## src/rtl/uctl_cmdarb_pkg.sv

```systemverilog
// Shared encodings for the USB controller command-interface arbiter.
package uctl_cmdarb_pkg;

    typedef enum logic [1:0] {
        IDLE = 2'b00,
        CMD  = 2'b01,
        WR   = 2'b10,
        RD   = 2'b11
    } state_e;

    typedef enum logic {
        M0 = 1'b0,
        M1 = 1'b1
    } owner_e;

    localparam int ADDR_INCR_DEF = 4;

endpackage

```

## src/rtl/uctl_rr_arb2.sv

```systemverilog
// Two-request picker. UCTL_CMDARB_RR_EN selects round-robin with a last-owner
// register; otherwise fixed priority with m0 winning.
module uctl_rr_arb2
    import uctl_cmdarb_pkg::*;
(
    input  logic   clk,
    input  logic   rst_n,
    input  logic   sw_rst,
    input  logic   req0,
    input  logic   req1,
    input  logic   take,
    output owner_e winner,
    output logic   any_req
);

    assign any_req = req0 | req1;

`ifdef UCTL_CMDARB_RR_EN
    owner_e last_owner_q;
    owner_e last_owner_d;

    always_comb begin
        winner = M0;
        if (req0 && req1) begin
            winner = (last_owner_q == M0) ? M1 : M0;
        end else if (req1) begin
            winner = M1;
        end
    end

    always_comb begin
        last_owner_d = last_owner_q;
        if (sw_rst) begin
            last_owner_d = M1;
        end else if (take) begin
            last_owner_d = winner;
        end
    end

    // m1 is "last" out of reset so the first tie goes to m0.
    always_ff @(posedge clk or negedge rst_n) begin
        if (!rst_n) begin
            last_owner_q <= M1;
        end else begin
            last_owner_q <= last_owner_d;
        end
    end
`else
    logic unused_ok;

    always_comb begin
        winner = (!req0 && req1) ? M1 : M0;
    end

    assign unused_ok = ^{clk, rst_n, sw_rst, take};
`endif

endmodule

```

## src/rtl/uctl_cmd_arbiter.sv

```systemverilog
// Two-master burst arbiter/sequencer in front of the USB controller cmdIf.
// Define UCTL_CMDARB_RR_EN for round-robin arbitration (default: m0 priority).
module uctl_cmd_arbiter
    import uctl_cmdarb_pkg::*;
#(
    parameter int LEN_W     = 8,
    parameter int ADDR_INCR = ADDR_INCR_DEF
) (
    input  logic             sys_clk,
    input  logic             sysRst_n,
    input  logic             sw_rst,
    input  logic             m0_req,
    input  logic [31:0]      m0_addr,
    input  logic             m0_wrRd,
    input  logic [LEN_W-1:0] m0_len,
    output logic             m0_gnt,
    input  logic [31:0]      m0_wrData,
    input  logic             m0_wrValid,
    output logic             m0_wrAck,
    output logic [31:0]      m0_rdData,
    output logic             m0_rdValid,
    output logic             m0_done,
    output logic             m0_err,
    input  logic             m1_req,
    input  logic [31:0]      m1_addr,
    input  logic             m1_wrRd,
    input  logic [LEN_W-1:0] m1_len,
    output logic             m1_gnt,
    input  logic [31:0]      m1_wrData,
    input  logic             m1_wrValid,
    output logic             m1_wrAck,
    output logic [31:0]      m1_rdData,
    output logic             m1_rdValid,
    output logic             m1_done,
    output logic             m1_err,
    output logic             cmdIf_trEn,
    output logic             cmdIf_req,
    output logic [31:0]      cmdIf_addr,
    output logic             cmdIf_wrRd,
    input  logic             cmdIf_ack,
    output logic             cmdIf_wrData_req,
    output logic [31:0]      cmdIf_wrData,
    input  logic             cmdIf_wrData_ack,
    output logic             cmdIf_rdData_req,
    input  logic             cmdIf_rdData_ack,
    input  logic [31:0]      cmdIf_rdData
);

    state_e           state_q, state_d;
    owner_e           owner_q, owner_d;
    logic [31:0]      cur_addr_q, cur_addr_d;
    logic             dir_q, dir_d;
    logic [LEN_W-1:0] cnt_q, cnt_d;
    logic [1:0]       done_q, done_d;
    logic [1:0]       err_q, err_d;

    owner_e           winner;
    logic             any_req;
    logic             take;
    logic [31:0]      sel_addr;
    logic             sel_wr_rd;
    logic [LEN_W-1:0] sel_len;
    logic             own_wr_valid;
    logic [31:0]      own_wr_data;
    logic [1:0]       gnt_c, wr_ack_c, rd_valid_c;

    // No grant while either reset is active, so reset really leaves all outputs low.
    assign take = (state_q == IDLE) && any_req && sysRst_n && !sw_rst;

    uctl_rr_arb2 u_arb (
        .clk     (sys_clk),
        .rst_n   (sysRst_n),
        .sw_rst  (sw_rst),
        .req0    (m0_req),
        .req1    (m1_req),
        .take    (take),
        .winner  (winner),
        .any_req (any_req)
    );

    assign sel_addr     = (winner == M1) ? m1_addr    : m0_addr;
    assign sel_wr_rd    = (winner == M1) ? m1_wrRd    : m0_wrRd;
    assign sel_len      = (winner == M1) ? m1_len     : m0_len;
    assign own_wr_valid = (owner_q == M1) ? m1_wrValid : m0_wrValid;
    assign own_wr_data  = (owner_q == M1) ? m1_wrData  : m0_wrData;

    always_comb begin
        state_d          = state_q;
        owner_d          = owner_q;
        cur_addr_d       = cur_addr_q;
        dir_d            = dir_q;
        cnt_d            = cnt_q;
        done_d           = '0;
        err_d            = '0;
        gnt_c            = '0;
        wr_ack_c         = '0;
        rd_valid_c       = '0;
        cmdIf_trEn       = 1'b0;
        cmdIf_req        = 1'b0;
        cmdIf_addr       = '0;
        cmdIf_wrRd       = 1'b0;
        cmdIf_wrData_req = 1'b0;
        cmdIf_wrData     = '0;
        cmdIf_rdData_req = 1'b0;

        case (state_q)
            IDLE: begin
                if (take) begin
                    gnt_c[winner] = 1'b1;
                    owner_d       = winner;
                    cur_addr_d    = sel_addr;
                    dir_d         = sel_wr_rd;
                    cnt_d         = (sel_len == '0) ? LEN_W'(1) : sel_len;
                    state_d       = CMD;
                end
            end
            CMD: begin
                cmdIf_trEn = 1'b1;
                cmdIf_req  = 1'b1;
                cmdIf_addr = cur_addr_q;
                cmdIf_wrRd = dir_q;
                if (cmdIf_ack) begin
                    state_d = dir_q ? WR : RD;
                end else begin
                    done_d[owner_q] = 1'b1;
                    err_d[owner_q]  = 1'b1;
                    state_d         = IDLE;
                end
            end
            WR: begin
                cmdIf_trEn = 1'b1;
                cmdIf_addr = cur_addr_q;
                cmdIf_wrRd = dir_q;
                if (own_wr_valid) begin
                    cmdIf_wrData_req = 1'b1;
                    cmdIf_wrData     = own_wr_data;
                    if (cmdIf_wrData_ack) begin
                        wr_ack_c[owner_q] = 1'b1;
                        cur_addr_d        = cur_addr_q + 32'(ADDR_INCR);
                        cnt_d             = cnt_q - LEN_W'(1);
                        if (cnt_q == LEN_W'(1)) begin
                            done_d[owner_q] = 1'b1;
                            state_d         = IDLE;
                        end
                    end
                end else begin
                    // Stalled write: re-issue the command so the decoder stays out of IDLE.
                    cmdIf_req = 1'b1;
                    if (!cmdIf_ack) begin
                        done_d[owner_q] = 1'b1;
                        err_d[owner_q]  = 1'b1;
                        state_d         = IDLE;
                    end
                end
            end
            RD: begin
                cmdIf_trEn       = 1'b1;
                cmdIf_addr       = cur_addr_q;
                cmdIf_wrRd       = dir_q;
                cmdIf_rdData_req = 1'b1;
                if (cmdIf_rdData_ack) begin
                    rd_valid_c[owner_q] = 1'b1;
                    cur_addr_d          = cur_addr_q + 32'(ADDR_INCR);
                    cnt_d               = cnt_q - LEN_W'(1);
                    if (cnt_q == LEN_W'(1)) begin
                        done_d[owner_q] = 1'b1;
                        state_d         = IDLE;
                    end
                end
            end
        endcase

        if (sw_rst) begin
            state_d    = IDLE;
            owner_d    = M0;
            cur_addr_d = '0;
            dir_d      = 1'b0;
            cnt_d      = '0;
            done_d     = '0;
            err_d      = '0;
        end
    end

    always_ff @(posedge sys_clk or negedge sysRst_n) begin
        if (!sysRst_n) begin
            state_q    <= IDLE;
            owner_q    <= M0;
            cur_addr_q <= '0;
            dir_q      <= 1'b0;
            cnt_q      <= '0;
            done_q     <= '0;
            err_q      <= '0;
        end else begin
            state_q    <= state_d;
            owner_q    <= owner_d;
            cur_addr_q <= cur_addr_d;
            dir_q      <= dir_d;
            cnt_q      <= cnt_d;
            done_q     <= done_d;
            err_q      <= err_d;
        end
    end

    assign m0_gnt     = gnt_c[0];
    assign m1_gnt     = gnt_c[1];
    assign m0_wrAck   = wr_ack_c[0];
    assign m1_wrAck   = wr_ack_c[1];
    assign m0_rdValid = rd_valid_c[0];
    assign m1_rdValid = rd_valid_c[1];
    assign m0_rdData  = cmdIf_rdData;
    assign m1_rdData  = cmdIf_rdData;
    assign m0_done    = done_q[0];
    assign m1_done    = done_q[1];
    assign m0_err     = err_q[0];
    assign m1_err     = err_q[1];

endmodule

```

## config.mk

```make
export PLATFORM = sky130hd
export DESIGN_NAME = uctl_cmd_arbiter
export DESIGN_NICKNAME = d
export VERILOG_FILES = /design/src/rtl/uctl_cmdarb_pkg.sv /design/src/rtl/uctl_rr_arb2.sv /design/src/rtl/uctl_cmd_arbiter.sv
export SDC_FILE = /design/constraint.sdc
export NUM_CORES = 1
export LEC_CHECK = 0
export CELL_PAD_IN_SITES_DETAIL_PLACEMENT = 0
export CELL_PAD_IN_SITES_GLOBAL_PLACEMENT = 2
export CORE_AREA = 2 2 129 131
export DETAILED_ROUTE_END_ITERATION = 16
export DIE_AREA = 0 0 131 133
export DONT_BUFFER_PORTS = 1
export GPL_TIMING_DRIVEN = 0
export PLACE_DENSITY = 0.73
export SKIP_LAST_GASP = 1
export SLEW_MARGIN = 20
export SYNTH_ARGS = -nofsm -noshare
export SYNTH_HDL_FRONTEND = slang
export SYNTH_HIERARCHICAL = 1
export SYNTH_SLANG_ARGS = --single-unit
```

## constraint.sdc

```tcl
create_clock -name sys_clk -period 3.6 [get_ports sys_clk]
set_clock_uncertainty 0.05 [all_clocks]
set_input_delay 0.72 -clock sys_clk [delete_from_list [all_inputs] [get_ports sys_clk]]
set_output_delay 0.72 -clock sys_clk [all_outputs]
set_load 0.005 [all_outputs]
```

==> flow_summary.toml, run 1 <==
[outcome]
status = "complete, no violations"

[routing]
drt_iter0_markers = 288
ant_nets = 0
drc_errors = 0
wl_mm = 19.83
vias_per_cell = 5.556
drt-pass1-iter-count = 4
routedWlPerCell_um = 22.82
num_vias = 4828

[synth]
ys_ff_latch = 48
synthTopCellsByCount = "nor2_1 (86), buf_4 (64), mux2i_1 (62)"
synth_top_area_share_pct = 24.45
synth_fp_nets = 837
synth_area_leaders = "dfrtp_1 (24%), mux2i_1 (13%), buf_4 (9.8%), nor2_1 (6.6%), o21ai_0 (5.4%)"
ys_types = 60
yosys.area.top_type = "dfrtp_1"
yosysWarnings = 6
synth_top_family_by_area = "simple AND/OR/NAND/NOR gates"
synthSimpleGateAreaFrac_pct = 25.69
synth_compound_area_share_pct = 17.70
synth_edf_count = 0
synth_fa_ha_area_share_pct = 2.037
synth.area.mux_share_pct = 15.61
syn_avg_cell_area_um2 = 7.665
ys.flop_type = "dfrtp_1"
yosysMostFrequentCell = "nor2_1"
yosys.area_share.xor_xnor_pct = 0
synthCells = 641
async_flop_share_pct = 100.0
ys_seq_area_share_pct = 24.45
synth_area_um2 = 4913

[power]
vdd_ir_drop_max_uv = 200.1
cellPowerDensity_nw_per_um2 = 402.6
p_leak_nw = 2.105
p_total_mw = 2.150

[die]
start_util_pct = 30.38
die_area_um2 = 17420
io_pins = 331
die_w_um = 131
die_h_um = 133
rows = 47
core-area_um2 = 16170

[global_route]
grt_pass1_vias = 4717
gr-usage-all-layers_pct = 22.06
grt_max_degree = 51
grt_pass1_wl_mm = 28.71
grt_overflow = 0
antenna_found_initial = 1

[timing]
hold_viol = 0
fmax_mhz = 308.0
rsz0062_at_grt = "false"
finalSetupTns_ns = 0
timing.slew.headroom_pct = 38.85
setup_viol = 0
tightestPinTransition_ns = 0.9173
drv_slew = 0
min_period_over_period_pct = 90.19
period_needed_ns = 3.247

[worst_setup_path]
critPathLaunchType = "primary input"
reg2reg_from = "state_q[0]"
reg2reg_depth = 11
endpoint = "m1_gnt"
path_cells = "nor2b_1 > buf_1 > clkbuf_1 > and2_1"
rr_endpoint = "cnt_q[3]"
critPathRequiredTime_ns = 2.83
regToRegSetupSlack_ns = 0.53
cp-startpoint = "m1_req"
critPathCaptureType = "output port"
critical-path-slowest-cell = "buf_1"
cp_max_fo = 10
max_stage_delay_ns = 0.72
critPathArrivalTime_ns = 2.48
critical_path_class = "primary input to output port"

[flow_run]
cap_viol_max_count = 0

[cts]
cts_buffers = 5
cts_tree = "built"
root_buffer = "clkbuf_16"
clk_latency_ns = 0.31
cts-htree-levels = 2
clk_path_buf_depth = 2
path_clk_slew_ns = 0.07
clock-sinks = 48
post-cts-setup-buffers = 0

[layout]
fin_nets = 844
syn_to_final_growth_pct = 8.683
drive_gt1_share_pct = 14.97

[placed_design]
gp_congestion = 0.8479
hpwl_mm = 15.53
io_buffers = 0

[hold_path]
hold_path_class = "primary input to asynchronous set/reset pin"
-- how the worst min path moves through the flow --
stage / from / to / slack, ns / cells past startpoint
finish: sysRst_n / cur_addr_q[9] / 0.05 / 0
global route: sysRst_n / cur_addr_q[16] / 0.04 / 0
CTS: sysRst_n / cur_addr_q[16] / 0.05 / 0
detailed placement: sysRst_n / cur_addr_q[7] / 0.38 / 0
global placement: sysRst_n / cur_addr_q[7] / 0.38 / 0
floorplan: sysRst_n / cnt_q[0] / 0.37 / 0
-- per-stage QoR --
step	instance area (um2)	instances	worst slack, ns	utilization, %	hold WS (ns)
floorplan	4913	641	0.9504	-	0.3744
global placement	5189	861	0.3110	32.09	0.3765
detailed placement	5189	861	0.2685	32.09	0.3765
CTS	5336	868	0.2914	33.00	0.04559
global route	5340	869	0.1640	33.02	0.04265
finish	5340	869	0.3532	33.02	0.05248
-- cells in the final DEF (no fill, tap or decap), types with 6 or more instances in the layout --
master,netlist,final
o21ai_0,53,53
inv_1,18,18
mux2i_1,62,62
nor2b_1,33,33
nand3_1,18,18
nand2_1,33,33
nor4_1,6,6
a21oi_1,30,30
mux2_2,13,13
nor2_1,86,86
buf_1,8,8
dfrtp_1,48,48
a211oi_1,8,8
buf_4,64,64
clkbuf_1,32,31
a31oi_1,15,15
nand4_1,8,8
ha_1,8,8
nor3_1,20,20
-- flip-flops by register name, indices dropped and copies added, names as in the netlist --
name,cells
done_q,2
dir_q,1
cur_addr_q,32
owner_q,1
err_q,2
cnt_q,8
state_q,2
-- critical path: cells and delay by family --
family                 cells  cell delay (ns)
buffers and inverters      2             1.29
AND/OR/NAND/NOR            2             0.46
-- cells by family (layout without fill, tap and decap cells) --
family	Yosys count	in the layout
AOI/OAI and AO/OA	141	141
DFF	48	48
other	0	1
adders and majority gates	8	8
muxes	75	75
and+or+nand+nor	244	244
buffers and inverters	125	132
-- what timing repair did --
action / 4_1_cts / 5_1_grt
setup endpoints to repair: 0 / 1
resized for setup: 0 / 2
hold buffers: 0 / 0
hold endpoints to repair: 0 / 0
-- where the power goes --
part / leakage [nW] / internal (mW) / switching [mW]
registers: 0.640 / 0.654 / 0.157
clock network: 0.0729 / 0.275 / 0.235
logic: 1.39 / 0.313 / 0.514
-- final cells by class --
class,count,area (um2)
Fill cell,1757,10830
Multi-Input combinational cell,468,2999
Sequential cell,48,1201
Buffer,107,646.9
Tap cell,220,275.3
Clock buffer,6,138.9
Inverter,18,67.56
Clock inverter,1,8.758
Antenna cell,1,2.502
-- routing by layer --
metal	vias up	wire, um	global-route usage, %	share of wire, %
met1	2360	8623	29.26	43
li1	2236	-	-	-
met3	16	1104	3.599	5.6
met2	216	9780	37.02	49
met4	0	320	5.792	1.6
met5	-	0	0	0
(Power assumes the default switching activity.)
==> run 2, diff against run 1 <==
Settings changed: TNS_END_PERCENT set to 20.
==> results of run 2 <==
Same layout as run 1: the final DEF is identical, and so are final timing and power.
==> run 3, diff against run 2 <==
Settings changed: CORE_AREA 2 2 129 131 to unset, CORE_ASPECT_RATIO set to 0.8, CORE_MARGIN set to 2, CORE_UTILIZATION set to 30, DIE_AREA 0 0 131 133 to unset, PLACE_DENSITY 0.73 to 0.71.
==> run 3 against run 2 <==
Compared with the run above: clock power decreased by 4%; first-iteration DRC count grew 34%; maximum frequency shrank 2.6%; routed wire length shrank 3.0%; critical path depth is the same; sequential share of layout area hardly changed; hold slack improved by 0.0073 ns; count of clock-buffer cells in the layout is 1 lower; setup slack got worse by 0.087 ns; via count is 0.87% higher; sequential cell count unchanged; highest routed layer unchanged.
==> flow_summary.toml, run 3 (synthesis results as in run 1) <==
[layout]
largest_register_ffs = 32
fin_nets = 844
top_regs = "cur_addr_q: 32 flops, cnt_q: 8 flops"
final_common_cell = "nor2_1"
seq_area_um2 = 1201
syn_to_final_growth_pct = 8.480
stdcell_area_um2 = 5330
largest_register = "cur_addr_q"
multi_input_area_um2 = 2999
fillers = 1672
final_cell_mix = "nor2_1 (86), buf_4 (64), mux2i_1 (62)"
drive_gt1_share_pct = 15.10

[routing]
met3RoutedLength_mm = 1.470
ant_nets = 0
drc_errors = 0
drt_iter0_markers = 387
dr_wl_met2_mm = 8.379
wl_mm = 19.23
top_layer_used = "met4"
vias_per_cell = 5.630
drt-pass1-iter-count = 5
num_vias = 4870
drt-met1-wl_mm = 9.187
routedWlPerCell_um = 22.23

[cts]
root_buffer = "clkbuf_16"
clk_path_buf_depth = 2
post-cts-setup-buffers = 0
cts-htree-levels = 2
path_clk_slew_ns = 0.07
clock-sinks = 48
cts_tree = "built"
clk_latency_ns = 0.30
cts_buffers = 5

[worst_setup_path]
reg2reg_from = "state_q[0]"
critPathCaptureType = "output port"
cp-startpoint = "m1_req"
critPathArrivalTime_ns = 2.56
cp_max_fo = 10
critPathRequiredTime_ns = 2.83
critical_path_class = "primary input to output port"
critPathLaunchType = "primary input"

[die]
core-area_um2 = 15900
start_util_pct = 30.90
die_w_um = 147.1
die_h_um = 118.5
die_area_um2 = 17420
io_pins = 331
rows = 41

[power]
vdd_ir_drop_max_uv = 162.3
p_leak_nw = 2.106
cellPowerDensity_nw_per_um2 = 402.5

[global_route]
grt_overflow = 0
gr-usage-all-layers_pct = 21.19
antenna_found_initial = 1
grt_pass1_vias = 4552
grt_max_degree = 51
grt_pass1_wl_mm = 28.52

[timing]
fmax_mhz = 300.0
hold_viol = 0
finalSetupTns_ns = 0
timing.slew.headroom_pct = 31.38
drv_slew = 0
rsz0062_at_grt = "false"
period_needed_ns = 3.334
min_period_over_period_pct = 92.60
tightestPinTransition_ns = 1.029
setup_viol = 0

[placed_design]
dpl-instance-area_um2 = 5182
io_buffers = 0
gp_congestion = 0.8610
hpwl_mm = 14.77

[outcome]
status = "complete, no violations"

[hold_path]
hold_path_class = "primary input to asynchronous set/reset pin"

[flow_run]
cap_viol_max_count = 0
## run 3: per-layer routing
metal,up-vias,global-route usage (%)
met5,-,0
met4,0,3.666
met3,14,3.012
met2,272,31.31
met1,2347,32.74
li1,2237,-
## run 3: what timing repair did
| action | 4_1_cts | 5_1_grt |
|---|---|---|
| hold buffers | 0 | 0 |
| resized for setup | 0 | 2 |
| endpoints found under the setup margin | 0 | 9 |
## run 3: final timing paths
kind                       depth (start not counted)  slack (ns)        endpoint
max                                                4        0.27          m1_gnt
min                                                0        0.06  cur_addr_q[15]
max reg2reg                                        8        0.32   cur_addr_q[5]
min reg2reg                                        1        0.50        cnt_q[0]
max in group asynchronous                          0        3.33        cnt_q[6]
min in group sys_clk                               1        0.50        cnt_q[0]
## run 3: power by group
part	internal [mW]	switching (mW)
registers	0.654	0.162
logic	0.314	0.522
clock network	0.258	0.236
total	1.23	0.920
## run 3: layout make-up
class | count | area share, %
tap | 215 | 5.047
antenna | 1 | 0.04695
buffer | 107 | 12.14
sequential | 48 | 22.54
multi-input combinational | 468 | 56.27
clock inverter | 3 | 0.3521
inverter | 18 | 1.268
clock buffer | 5 | 2.347
## run 3: metrics by stage
step                      hold slack (ns)  setup WS [ns]  power (mW)  cells  util (%)
after floorplan                    0.3744         0.9504       1.376    641         -
after global placement             0.3777         0.1929       1.641    856     32.59
after detailed placement           0.3777         0.1505       1.655    856     32.59
after CTS                         0.05456         0.1405       2.153    864     33.49
after global routing              0.04847       0.006231       2.291    865     33.52
final                             0.05975         0.2665       2.145    865     33.52
## run 3: critical path: stages
cell and delay [ns]:
nor2b_1 0.20, buf_1 0.68, clkbuf_1 0.68, and2_1 0.26
